## src/rtl/vga_timing_pkg.sv

```systemverilog
// Shared timing definitions for sync generators and sync receivers.
// Holds the receiver FSM encoding and the 640x480 reference timing.
package vga_timing_pkg;

  localparam logic [1:0] IDLE    = 2'b00;
  localparam logic [1:0] MEASURE = 2'b01;
  localparam logic [1:0] VERIFY  = 2'b10;
  localparam logic [1:0] LOCKED  = 2'b11;

  // 640x480@60 horizontal timing, in pixel clocks
  localparam int H_ACTIVE = 640;
  localparam int H_FP     = 16;
  localparam int H_SYNC   = 96;
  localparam int H_BP     = 48;
  localparam int H_TOTAL  = 800;

  // 640x480@60 vertical timing, in lines
  localparam int V_ACTIVE = 480;
  localparam int V_FP     = 10;
  localparam int V_SYNC   = 2;
  localparam int V_BP     = 33;
  localparam int V_TOTAL  = 525;

endpackage

```

## src/rtl/sync_edge_sync.sv

```systemverilog
// Two-flop synchroniser for an asynchronous sync line, normalised to
// active-high, plus leading (rise) and trailing (fall) edge detect.
module sync_edge_sync #(
  parameter bit POL = 1'b1
) (
  input  logic clk,
  input  logic reset,
  input  logic d,
  output logic level,
  output logic rise,
  output logic fall
);

  logic [1:0] sync_q;
  logic       lvl_d_q;

  always_ff @(posedge clk or posedge reset) begin
    if (reset) begin
      sync_q  <= {2{~POL}};
      lvl_d_q <= 1'b0;
    end else begin
      sync_q  <= {sync_q[0], d};
      lvl_d_q <= level;
    end
  end

  assign level = (sync_q[1] == POL);
  assign rise  = level & ~lvl_d_q;
  assign fall  = ~level & lvl_d_q;

endmodule

```

## src/rtl/sync_timing_detect.sv

```systemverilog
// Measures period and pulse width of one sync line and declares lock after
// LOCK_FRAMES consecutive matching periods; exposes position since the edge.
module sync_timing_detect
  import vga_timing_pkg::*;
#(
  parameter int WIDTH       = 11,
  parameter bit SYNC_POL    = 1'b1,
  parameter int LOCK_FRAMES = 2,
  parameter int TOLERANCE   = 1
) (
  input  logic             clk,
  input  logic             reset,
  input  logic             sync_in,
  output logic [WIDTH-1:0] period,
  output logic [WIDTH-1:0] pulse_width,
  output logic [WIDTH-1:0] position,
  output logic             locked,
  output logic             lost,
  output logic             edge_strobe
);

  localparam logic [WIDTH-1:0] CNT_MAX    = '1;
  localparam int               MW         = $clog2(LOCK_FRAMES + 1);
  localparam logic [MW-1:0]    MATCH_GOAL = MW'(LOCK_FRAMES);

  logic             le, te, s_level_unused;
  logic [WIDTH-1:0] cnt_q, cnt_d, wcap_q, wcap_d;
  logic [WIDTH-1:0] ref_p_q, ref_p_d, ref_w_q, ref_w_d;
  logic [WIDTH-1:0] period_q, period_d, pw_q, pw_d;
  logic [MW-1:0]    match_q, match_d;
  logic [1:0]       state_q, state_d;
  logic             t_seen_q, t_seen_d;
  logic             locked_q, lost_q, strobe_q;
  logic             hit;

  sync_edge_sync #(.POL(SYNC_POL)) u_sync (
    .clk   (clk),
    .reset (reset),
    .d     (sync_in),
    .level (s_level_unused),
    .rise  (le),
    .fall  (te)
  );

  // Difference taken one bit wider so it can never wrap.
  function automatic logic near(input logic [WIDTH-1:0] a, input logic [WIDTH-1:0] b);
    logic [WIDTH:0] diff;
    diff = (a >= b) ? ({1'b0, a} - {1'b0, b}) : ({1'b0, b} - {1'b0, a});
    return diff <= (WIDTH+1)'(TOLERANCE);
  endfunction

  always_comb begin
    state_d  = state_q;
    ref_p_d  = ref_p_q;
    ref_w_d  = ref_w_q;
    match_d  = match_q;
    period_d = period_q;
    pw_d     = pw_q;
    wcap_d   = wcap_q;
    t_seen_d = t_seen_q;
    hit      = near(cnt_q, ref_p_q) && near(wcap_q, ref_w_q);

    if (le)                   cnt_d = WIDTH'(1);
    else if (cnt_q != CNT_MAX) cnt_d = cnt_q + WIDTH'(1);
    else                      cnt_d = cnt_q;

    if (te) begin
      wcap_d   = cnt_q;
      t_seen_d = 1'b1;
    end

    // A leading edge takes priority over a simultaneous timeout.
    if (le) begin
      t_seen_d = 1'b0;
      case (state_q)
        IDLE: state_d = MEASURE;
        MEASURE: begin
          if (t_seen_q) begin
            ref_p_d = cnt_q;
            ref_w_d = wcap_q;
            match_d = '0;
            state_d = VERIFY;
          end else begin
            state_d = IDLE;
          end
        end
        VERIFY: begin
          if (hit) begin
            match_d = match_q + MW'(1);
            if (match_d == MATCH_GOAL) begin
              state_d  = LOCKED;
              period_d = cnt_q;
              pw_d     = wcap_q;
            end
          end else begin
            ref_p_d = cnt_q;
            ref_w_d = wcap_q;
            match_d = '0;
          end
        end
        default: begin
          ref_p_d = cnt_q;
          ref_w_d = wcap_q;
          if (hit) begin
            period_d = cnt_q;
            pw_d     = wcap_q;
          end else begin
            match_d = '0;
            state_d = VERIFY;
          end
        end
      endcase
    end else if (cnt_q == CNT_MAX) begin
      state_d = IDLE;
    end
  end

  always_ff @(posedge clk or posedge reset) begin
    if (reset) begin
      state_q  <= IDLE;
      cnt_q    <= '0;
      wcap_q   <= '0;
      ref_p_q  <= '0;
      ref_w_q  <= '0;
      match_q  <= '0;
      t_seen_q <= 1'b0;
      period_q <= '0;
      pw_q     <= '0;
      locked_q <= 1'b0;
      lost_q   <= 1'b0;
      strobe_q <= 1'b0;
    end else begin
      state_q  <= state_d;
      cnt_q    <= cnt_d;
      wcap_q   <= wcap_d;
      ref_p_q  <= ref_p_d;
      ref_w_q  <= ref_w_d;
      match_q  <= match_d;
      t_seen_q <= t_seen_d;
      period_q <= period_d;
      pw_q     <= pw_d;
      locked_q <= (state_d == LOCKED);
      lost_q   <= (state_q == LOCKED) && (state_d != LOCKED);
      strobe_q <= le;
    end
  end

  assign period      = period_q;
  assign pulse_width = pw_q;
  assign position    = locked_q ? cnt_q : '0;
  assign locked      = locked_q;
  assign lost        = lost_q;
  assign edge_strobe = strobe_q;

endmodule

```

## config.mk

```make
export PLATFORM = sky130hd
export DESIGN_NAME = sync_timing_detect
export DESIGN_NICKNAME = d
export VERILOG_FILES = /design/src/rtl/vga_timing_pkg.sv /design/src/rtl/sync_edge_sync.sv /design/src/rtl/sync_timing_detect.sv
export SDC_FILE = /design/constraint.sdc
export NUM_CORES = 1
export LEC_CHECK = 0
export CORE_UTILIZATION = 35
export CTS_CLUSTER_SIZE = 14
export DETAILED_ROUTE_END_ITERATION = 10
export SETUP_SLACK_MARGIN = 0.4
export SYNTH_ARGS = -nofsm -noshare
export SYNTH_HDL_FRONTEND = slang
export SYNTH_SLANG_ARGS = --single-unit
```

## constraint.sdc

```tcl
create_clock -name clk -period 8.1 [get_ports clk]
set_input_delay 2.025 -clock clk [delete_from_list [all_inputs] [get_ports clk]]
set_output_delay 2.025 -clock clk [all_outputs]
set_load 0.1 [all_outputs]
```

Word-level counts from Yosys, hierarchy flattened
Cells that the tools add are included.
{ "classes": {"magnitude_cmp": 4, "n_reduce_logical": 9, "n_eq_ne": 12, "n_bitwise": 6, "n_mux": 32, "n_addsub": 6} }
{ "op_table": {"columns": ["cell", "n"], "rows": [
  ["$mux 11", 13],
  ["$pmux 11 s3", 2],
  ["$sub 11x11->12", 4],
  ["$pmux 11 s2", 2],
  ["$le 12x1->1 const B", 2],
  ["$mux 12", 2],
  ["$ge 11x11->1", 2],
  ["$mux 2", 9],
  ["$pmux 2 s3", 2],
  ["$reduce_and 4->1", 3],
  ["$add 11x1->11 const B", 1],
  ["$eq 11x11->1 const B", 1],
  ["$ne 11x11->1 const B", 1],
  ["$eq 2x2->1 const B", 4],
  ["$ne 2x2->1 const B", 4],
  ["$not 1->1", 4],
  ["$reduce_bool 2->1", 2],
  ["$ne 3x1->1 const B", 1],
  ["$add 2x1->2 const B", 1],
  ["$and 1x1->1", 2],
  ["$eq 2x1->1 const B", 1],
  ["$logic_and 1x1->1", 2],
  ["$logic_not 2->1", 1],
  ["$mux 1", 2],
  ["$reduce_or 2->1", 1]
]} }
{ "totals": {"reg_bits": 77} }

Longest topological paths before layout
Gate-level depths: netlist of run 1.
{ "logic_depth": {"ltp_word": 9, "depth_mapped": 15, "ltp_nobuf": 13} }

Hierarchy
Synthesis of run 1 repeated with hierarchy kept, for this count alone.
{ "hier_totals": {"hier_cells": 574, "area_unflattened_um2": 5411.4} }
{ "by_module_without_submodules": {"columns": ["module", "cells_each", "area_each_um2", "n_inst"], "rows": [
  ["sync_timing_detect", 568, 5317.6, 1],
  ["sync_edge_sync", 6, 93.8, 1]
]} }

Least setup slack after synthesis of run 1
Ideal clock, no wire load.
{ "synth_timing": {"path_type": "register to output", "from": "register locked_q (netlist: locked)", "to": "output port position[0]", "path_slack_ns": 4.120, "n_path_buf": 1, "t_arrival_ns": 1.955, "stages_incl_launch_ff": 3, "required_ns": 6.075, "cell_sequence": "dfrtp_1 clkbuf_1 and2_1"} }
{ "synth_via": {"elab_chain_cells": 1} }
{ "synth_rtl": {"columns": ["item", "line", "source"], "rows": [
  ["start: declaration", "sync_timing_detect.sv:33", "logic locked_q, lost_q, strobe_q;"],
  ["start signal: assignment", "sync_timing_detect.sv:142", "locked_q <= (state_d == LOCKED);"],
  ["$mux 11", "sync_timing_detect.sv:150", "assign position = locked_q ? cnt_q : '0;"],
  ["end: declaration", "sync_timing_detect.sv:16", "output logic [WIDTH-1:0] position,"]
]} }
No other way between the ends.

Worst setup path after layout of run 1
{ "layout_timing": {"from": "register cnt_q[0]", "to": "register pw_q[4] (netlist: pulse_width[4])"} }
{ "layout_via": {"elab_chain_cells": 5} }
{ "layout_rtl": {"columns": ["item", "line", "source"], "rows": [
  ["start: declaration", "sync_timing_detect.sv:27", "logic [WIDTH-1:0] cnt_q, cnt_d, wcap_q, wcap_d;"],
  ["start signal: assignment", "sync_timing_detect.sv:134", "cnt_q <= cnt_d;"],
  ["$sub 11x11->12 or $ge 11x11->1 (tied branches)", "sync_timing_detect.sv:48", "diff = (a >= b) ? ({1'b0, a} - {1'b0, b}) : ({1'b0, b} - {1'b0, a});"],
  ["$mux 12 (*)", "sync_timing_detect.sv:48", null],
  ["$le 12x1->1 (*)", "sync_timing_detect.sv:49", "return diff <= (WIDTH+1)'(TOLERANCE);"],
  ["$logic_and 1x1->1 (*)", "sync_timing_detect.sv:61", "hit = near(cnt_q, ref_p_q) && near(wcap_q, ref_w_q);"],
  ["$reduce_and 4->1 (no line) (*)", null, null],
  ["end signal: assignment", "sync_timing_detect.sv:141", "pw_q <= pw_d;"],
  ["end: declaration", "sync_timing_detect.sv:29", "logic [WIDTH-1:0] period_q, period_d, pw_q, pw_d;"]
]} }
Every way passes the cells marked *; elsewhere a longest branch is shown, timed or not.
A chain may end at the register's enable or synchronous reset.

==> results.sh, run 1 <==
export IMPL_status="completed"
export IMPL_whs_path_depth=0
export IMPL_hold_end="u_sync.sync_q[1]$_DFF_PP0_"
export IMPL_setup_violations=0
export IMPL_r2r_end="pulse_width[4]$_DFFE_PP0P_"
export IMPL_cts_resized=0
export IMPL_syn_inst=582
export IMPL_cts_max_level=3
export IMPL_io_pins=39
export IMPL_tns_ns=0
export IMPL_cp_max_fo=24
export IMPL_fp_row_count=45
export IMPL_die_h_um=128
export IMPL_cts_root_buf="clkbuf_16"
export IMPL_synthArstFlopShare=1.00
export IMPL_avgViaCountPerCell=5.35
export IMPL_ys_types=63
export IMPL_ys_seq_elements=77
export IMPL_drt_pass1_iter_count=5
export IMPL_fillers=1537
export IMPL_n_antenna_cell=0
export IMPL_fin_hold_ws_ns=0.359
export IMPL_syn_num_nets=637
export IMPL_hp_start="u_sync.sync_q[0]$_DFF_PP0_"
export IMPL_vias=4385
export IMPL_swShare=0.465
export IMPL_synthTopCellsByCount="77 x dfrtp_1, 69 x inv_1, 48 x a21oi_1, 48 x ha_1, 30 x o21ai_0"
export IMPL_port_buffers=38
export IMPL_grt_overflow=0
export IMPL_p_comb_frac=0.589
export IMPL_total_leakage_power_nw=3.06
export IMPL_min_path_type="flip-flop to flip-flop"
export IMPL_yosysWarnings=0
export IMPL_core_mm2=0.0153
export IMPL_rr_startpoint="cnt_q[0]$_DFFE_PP0P_"
export IMPL_rsz0062_at_grt="false"
export IMPL_skew_ns=0.00727
export IMPL_p_int_w=0.00118
export IMPL_cp_start_kind="flip-flop"
export IMPL_fin_crit_sh=0.580
export IMPL_grt_max_degree=78
export IMPL_worstPathArrival_ns=4.93
export IMPL_power_density_mw_per_mm2=348
export IMPL_ctsHoldBuffers=0
export IMPL_synth_area_leaders="dfrtp_1 35%, ha_1 11%, mux2i_1 5.3%"
export IMPL_cts_sinks=77
export IMPL_path_clk_slew_ns=0.07
export IMPL_ant_nets=0
export IMPL_post_cts_setup_buffers=0
export IMPL_cts_tree="yes"
export IMPL_yosysMostFrequentCell="dfrtp_1"
export IMPL_die_area_mm2=0.0163
export IMPL_synth_top_flop_cell="dfrtp_1"
export IMPL_yosys_area_top_type="dfrtp_1"
export IMPL_grt_pass1_vias=4480
export IMPL_worst_r2r_path_depth=13
export IMPL_wl_um=14600
export IMPL_drt_initial_drc_count=245
export IMPL_tightest_slew_ns=1.17
export IMPL_endpoint_kind="flip-flop"
export IMPL_initial_utilization=0.360
export IMPL_clock_latency_ns=0.35
export IMPL_drv_slew=0
export IMPL_switchingPower_w=0.00102
export IMPL_drc=0
export IMPL_multiInputGateArea_mm2=0.00318
export IMPL_antenna_found_initial=0
export IMPL_dp_hpwl_um=10600
export IMPL_area_delta_synth_final_pct=14.7
export IMPL_syn_area_per_cell_um2=9.49
export IMPL_synth_top_cell_area_share=0.349
export IMPL_seq_area_frac_synth=0.349
export IMPL_r2r_setup_slack_ns=3.40
export IMPL_grt_total_usage=0.189
export IMPL_slew_headroom=0.222
export IMPL_globalplace_congestion=0.919
export IMPL_path_class="flip-flop to flip-flop"
export IMPL_layout_nets=659
export IMPL_die_x_um=128
export IMPL_clockPowerShare=0.190
export IMPL_clockBufferDepth=2
export IMPL_synth_edf_count=0
export IMPL_drive_gt1_frac=0.0870
export IMPL_wl_per_cell_um=17.7
export IMPL_cts_buffers=9
export IMPL_syn_cell_area_mm2=0.00552
export IMPL_grt_pass1_wl_um=23700
export IMPL_maxCapViolCount=0
export IMPL_required_ns=8.33
export IMPL_fin_crit_ns=4.70
export IMPL_sequentialPowerShare=0.221
export IMPL_seqCellArea_mm2=0.00193
export IMPL_finalHoldViolCount=0
export IMPL_fmax_mhz=213
export IMPL_ir_drop_uv=165
cells by family after synthesis:
kind of cell / Yosys count / share of synthesized area
fa+ha+maj: 52 / 0.123
xor+xnor: 17 / 0.0270
compound gates: 153 / 0.186
flops: 77 / 0.349
mux: 52 / 0.112
buf+inv: 98 / 0.0752
simple gates: 133 / 0.128
placed cells by master, fill, tap and decap left out, drive strengths merged, types with 3 or more instances in the layout:
cell	count
nor2	29
clkbuf	9
dfrtp	77
a31oi	7
ha	48
and2	15
a21o	14
nor3	7
fa	4
o2111ai	5
nand2	28
o21a	3
a21boi	4
or3	4
a311oi	3
xor2	5
o211ai	3
a211oi	5
nand2b	4
a221o	3
mux2	23
o21ai	33
nor4	4
inv	73
nor2b	5
a41oi	3
nand4	9
xnor2	12
a21oi	48
clkdlybuf4s50	38
o221ai	3
clkinv	3
nand3	18
o31ai	3
mux2i	29
a221oi	3
and4	3
sequential cells by signal (all words and copies together) (netlist names):
name	count
u_sync.lvl_d_q	1
cnt_q	11
match_q	2
pulse_width	11
lost	1
locked	1
state_q	2
edge_strobe	1
t_seen_q	1
u_sync.sync_q	2
wcap_q	11
period	11
ref_p_q	11
ref_w_q	11
power by group through the flow:
stage / clock [W] / combinational [W] / sequential (W)
2_1_floorplan: 0 / 0.00100 / 0.000487
3_3_place_gp: 0 / 0.00127 / 0.000487
3_5_place_dp: 0 / 0.00128 / 0.000493
4_1_cts: 0.000427 / 0.00128 / 0.000486
5_1_grt: 0.000442 / 0.00141 / 0.000496
6_report: 0.000418 / 0.00130 / 0.000487
area by class of cell:
cell class	instances	share of cell area
Inverter	69	0.0411
Timing Repair Buffer	40	0.0624
Sequential cell	77	0.304
Clock buffer	9	0.0356
Clock inverter	7	0.0132
Multi-Input combinational cell	407	0.502
Tap cell	211	0.0417
routing by layer:
metal  track usage  vias to the layer above  part of all wire
met4        0.0775                        0             0.028
met3        0.0469                       25             0.060
li1              -                     2094                 -
met1         0.250                     2138              0.46
met2         0.294                      128              0.45
met5             0                        -                 0
through the flow:
stage | setup WS, ns | util | total power (W) | std cells | instance area [µm²]
2_1_floorplan | 4.11 | - | 0.00149 | 582 | 5520
3_3_place_gp | 3.52 | 0.393 | 0.00176 | 804 | 6020
3_5_place_dp | 3.47 | 0.393 | 0.00177 | 804 | 6020
4_1_cts | 3.42 | 0.414 | 0.00220 | 820 | 6330
5_1_grt | 3.20 | 0.414 | 0.00235 | 820 | 6330
6_report | 3.40 | 0.414 | 0.00220 | 820 | 6330
critical path, cell delays in order, from the launching register on:
cell and delay, ns:
dfrtp_1 0.55, inv_1 0.15, ha_1 0.15, inv_1 0.06, fa_1 0.44, a21oi_1 0.22
o21ai_1 0.14, a41oi_2 0.34, mux2i_1 0.28, xnor2_1 0.14, or3b_1 0.43, nor4_4 0.46
o2111ai_4 0.66, mux2_4 0.54
worst max path at each step:
stage	startpoint	endpoint	slack, ns	cells after the start
after global routing	cnt_q[0]$_DFFE_PP0P_	pulse_width[4]$_DFFE_PP0P_	3.20	13
after detailed placement	cnt_q[0]$_DFFE_PP0P_	period[0]$_DFFE_PP0P_	3.47	13
after global placement	cnt_q[0]$_DFFE_PP0P_	pulse_width[3]$_DFFE_PP0P_	3.52	13
final	cnt_q[0]$_DFFE_PP0P_	pulse_width[4]$_DFFE_PP0P_	3.40	13
after floorplan	reset	cnt_q[0]$_DFFE_PP0P_	4.11	1
after CTS	cnt_q[0]$_DFFE_PP0P_	pulse_width[4]$_DFFE_PP0P_	3.42	13
(Power assumes the default switching activity.)
==> inputs of run 2 (changes only) <==
Clock period 8.1 ns to 4.6 ns, I/O delays scaled along.
==> run 2 against run 1 <==
Clock power increased by 76%. Critical endpoint is now pulse_width[5]$_DFFE_PP0P_. Total power increased by 79%. Sequential share of layout area decreased by 0.54 points. Maximum frequency increased by 17%. Critical path depth increased by 1. Global-route usage decreased by 0.14 points. Highest routed layer unchanged.
==> results.sh, run 2 (synthesis gave the netlist of run 1 again) <==
export IMPL_multiInputGateArea_mm2=0.00319
export IMPL_initial_utilization=0.360
export IMPL_swShare=0.463
export IMPL_drt_pass1_iter_count=8
export IMPL_maxCapViolCount=0
export IMPL_required_ns=4.84
export IMPL_die_h_um=128
export IMPL_fmax_mhz=248
export IMPL_grt_total_usage=0.187
export IMPL_cts_tree="yes"
export IMPL_p_comb_frac=0.600
export IMPL_clockBufferDepth=2
export IMPL_io_pins=39
export IMPL_path_class="flip-flop to flip-flop"
export IMPL_status="completed"
export IMPL_endpoint_kind="flip-flop"
export IMPL_fin_cells=831
export IMPL_min_path_type="flip-flop to flip-flop"
export IMPL_p_int_w=0.00211
export IMPL_avgViaCountPerCell=5.31
export IMPL_path_clk_slew_ns=0.07
export IMPL_wl_um=14300
export IMPL_clockPowerShare=0.187
export IMPL_switchingPower_w=0.00182
export IMPL_drc=0
export IMPL_cts_max_level=3
export IMPL_globalplace_congestion=0.873
export IMPL_cp_max_fo=20
export IMPL_fp_row_count=45
export IMPL_stdcell_area_mm2=0.00645
export IMPL_grt_overflow=0
export IMPL_ctsHoldBuffers=0
export IMPL_postLayoutCoreUtil=0.421
export IMPL_drv_slew=0
export IMPL_drt_initial_drc_count=319
export IMPL_layout_commonest_cell="dfrtp_1"
export IMPL_layout_common_cells="76 x dfrtp_1, 68 x inv_1, 48 x a21oi_1, 48 x ha_1, 38 x clkdlybuf4s50_1"
export IMPL_r2r_setup_slack_ns=0.57
export IMPL_die_area_mm2=0.0163
export IMPL_cts_root_buf="clkbuf_16"
export IMPL_cts_buffers=9
export IMPL_setup_violations=0
export IMPL_power_density_mw_per_mm2=610
export IMPL_seqCellArea_mm2=0.00193
export IMPL_grt_max_degree=42
export IMPL_ant_nets=0
export IMPL_drive_gt1_frac=0.106
export IMPL_tightest_slew_ns=0.984
export IMPL_port_buffers=38
export IMPL_total_leakage_power_nw=3.13
export IMPL_fin_crit_ns=4.03
export IMPL_finalHoldViolCount=0
export IMPL_dp_hpwl_um=10600
export IMPL_slew_headroom=0.342
export IMPL_placed_cells=813
export IMPL_area_delta_synth_final_pct=16.9
export IMPL_skew_ns=0.0102
export IMPL_layout_nets=670
export IMPL_cts_sinks=77
export IMPL_tns_ns=0
export IMPL_grt_pass1_wl_um=23400
export IMPL_rsz0062_at_grt="false"
export IMPL_placed_area_mm2=0.00610
export IMPL_fin_crit_sh=0.875
export IMPL_n_antenna_cell=0
export IMPL_vias=4415
export IMPL_antenna_found_initial=0
export IMPL_clock_latency_ns=0.35
export IMPL_ir_drop_uv=461
export IMPL_wl_per_cell_um=17.2
export IMPL_sequentialPowerShare=0.213
export IMPL_cp_start_kind="flip-flop"
export IMPL_worstPathArrival_ns=4.26
export IMPL_fillers=1525
export IMPL_die_x_um=128
export IMPL_grt_pass1_vias=4389
export IMPL_core_mm2=0.0153
[run 2: repair_timing]
item,CTS,global route
pin swaps,0,1
resized for setup,1,3
buffers inserted,0,2
setup endpoints to repair,18,37
gates cloned,0,0
hold endpoints to repair,0,0
[run 2: stage by stage]
step | hold slack (ns) | total power [W] | worst slack (ns)
5_1_grt | 0.371 | 0.00421 | 0.442
6_report | 0.360 | 0.00394 | 0.573
4_1_cts | 0.363 | 0.00391 | 0.417
3_5_place_dp | 0.346 | 0.00314 | 0.368
2_1_floorplan | 0.331 | 0.00262 | 1.01
3_3_place_gp | 0.339 | 0.00314 | 0.490
[run 2: final cells by class]
class,instances,share of cell area
tap,211,0.0409
timing repair buffer,51,0.0766
inverter,69,0.0403
sequential,77,0.299
clock buffer,9,0.0349
clock inverter,7,0.0134
multi-input combinational,407,0.495
[run 2: worst max-delay path, cell delays in order, from the launching register on]
cell,delay (ns)
dfrtp_1,0.35
buf_4,0.18
ha_1,0.20
inv_1,0.06
fa_1,0.44
a21oi_1,0.22
o21ai_0,0.19
a221o_1,0.38
nor4_1,0.26
or3_1,0.17
nand4_1,0.15
nor4_4,0.42
o2111ai_4,0.26
buf_6,0.30
mux2_4,0.32
[run 2: final timing paths]
path                                         endpoint                        from  cells past startpoint
setup / recovery           pulse_width[5]$_DFFE_PP0P_        cnt_q[0]$_DFFE_PP0P_                     14
hold / removal             u_sync.sync_q[1]$_DFF_PP0_  u_sync.sync_q[0]$_DFF_PP0_                      0
setup reg to reg           pulse_width[5]$_DFFE_PP0P_        cnt_q[0]$_DFFE_PP0P_                     14
hold reg to reg            u_sync.sync_q[1]$_DFF_PP0_  u_sync.sync_q[0]$_DFF_PP0_                      0
max in group asynchronous        cnt_q[1]$_DFFE_PP0P_                       reset                      3
min in group asynchronous  pulse_width[2]$_DFFE_PP0P_                       reset                      2
[run 2: power by group through the flow]
| stage | sequential [W] | clock (W) | combinational [W] |
|---|---|---|---|
| final | 0.000840 | 0.000735 | 0.00236 |
| after global routing | 0.000852 | 0.000781 | 0.00258 |
| after CTS | 0.000838 | 0.000753 | 0.00231 |
| after detailed placement | 0.000851 | 0 | 0.00229 |
| after global placement | 0.000846 | 0 | 0.00230 |
| after floorplan | 0.000858 | 0 | 0.00176 |
[run 2: routing by layer]
metal,track usage,up-vias,share of wire
met3,0.0389,23,0.037
met4,0.0754,0,0.023
met5,0,-,0
met2,0.294,101,0.46
li1,-,2120,-
met1,0.251,2171,0.48
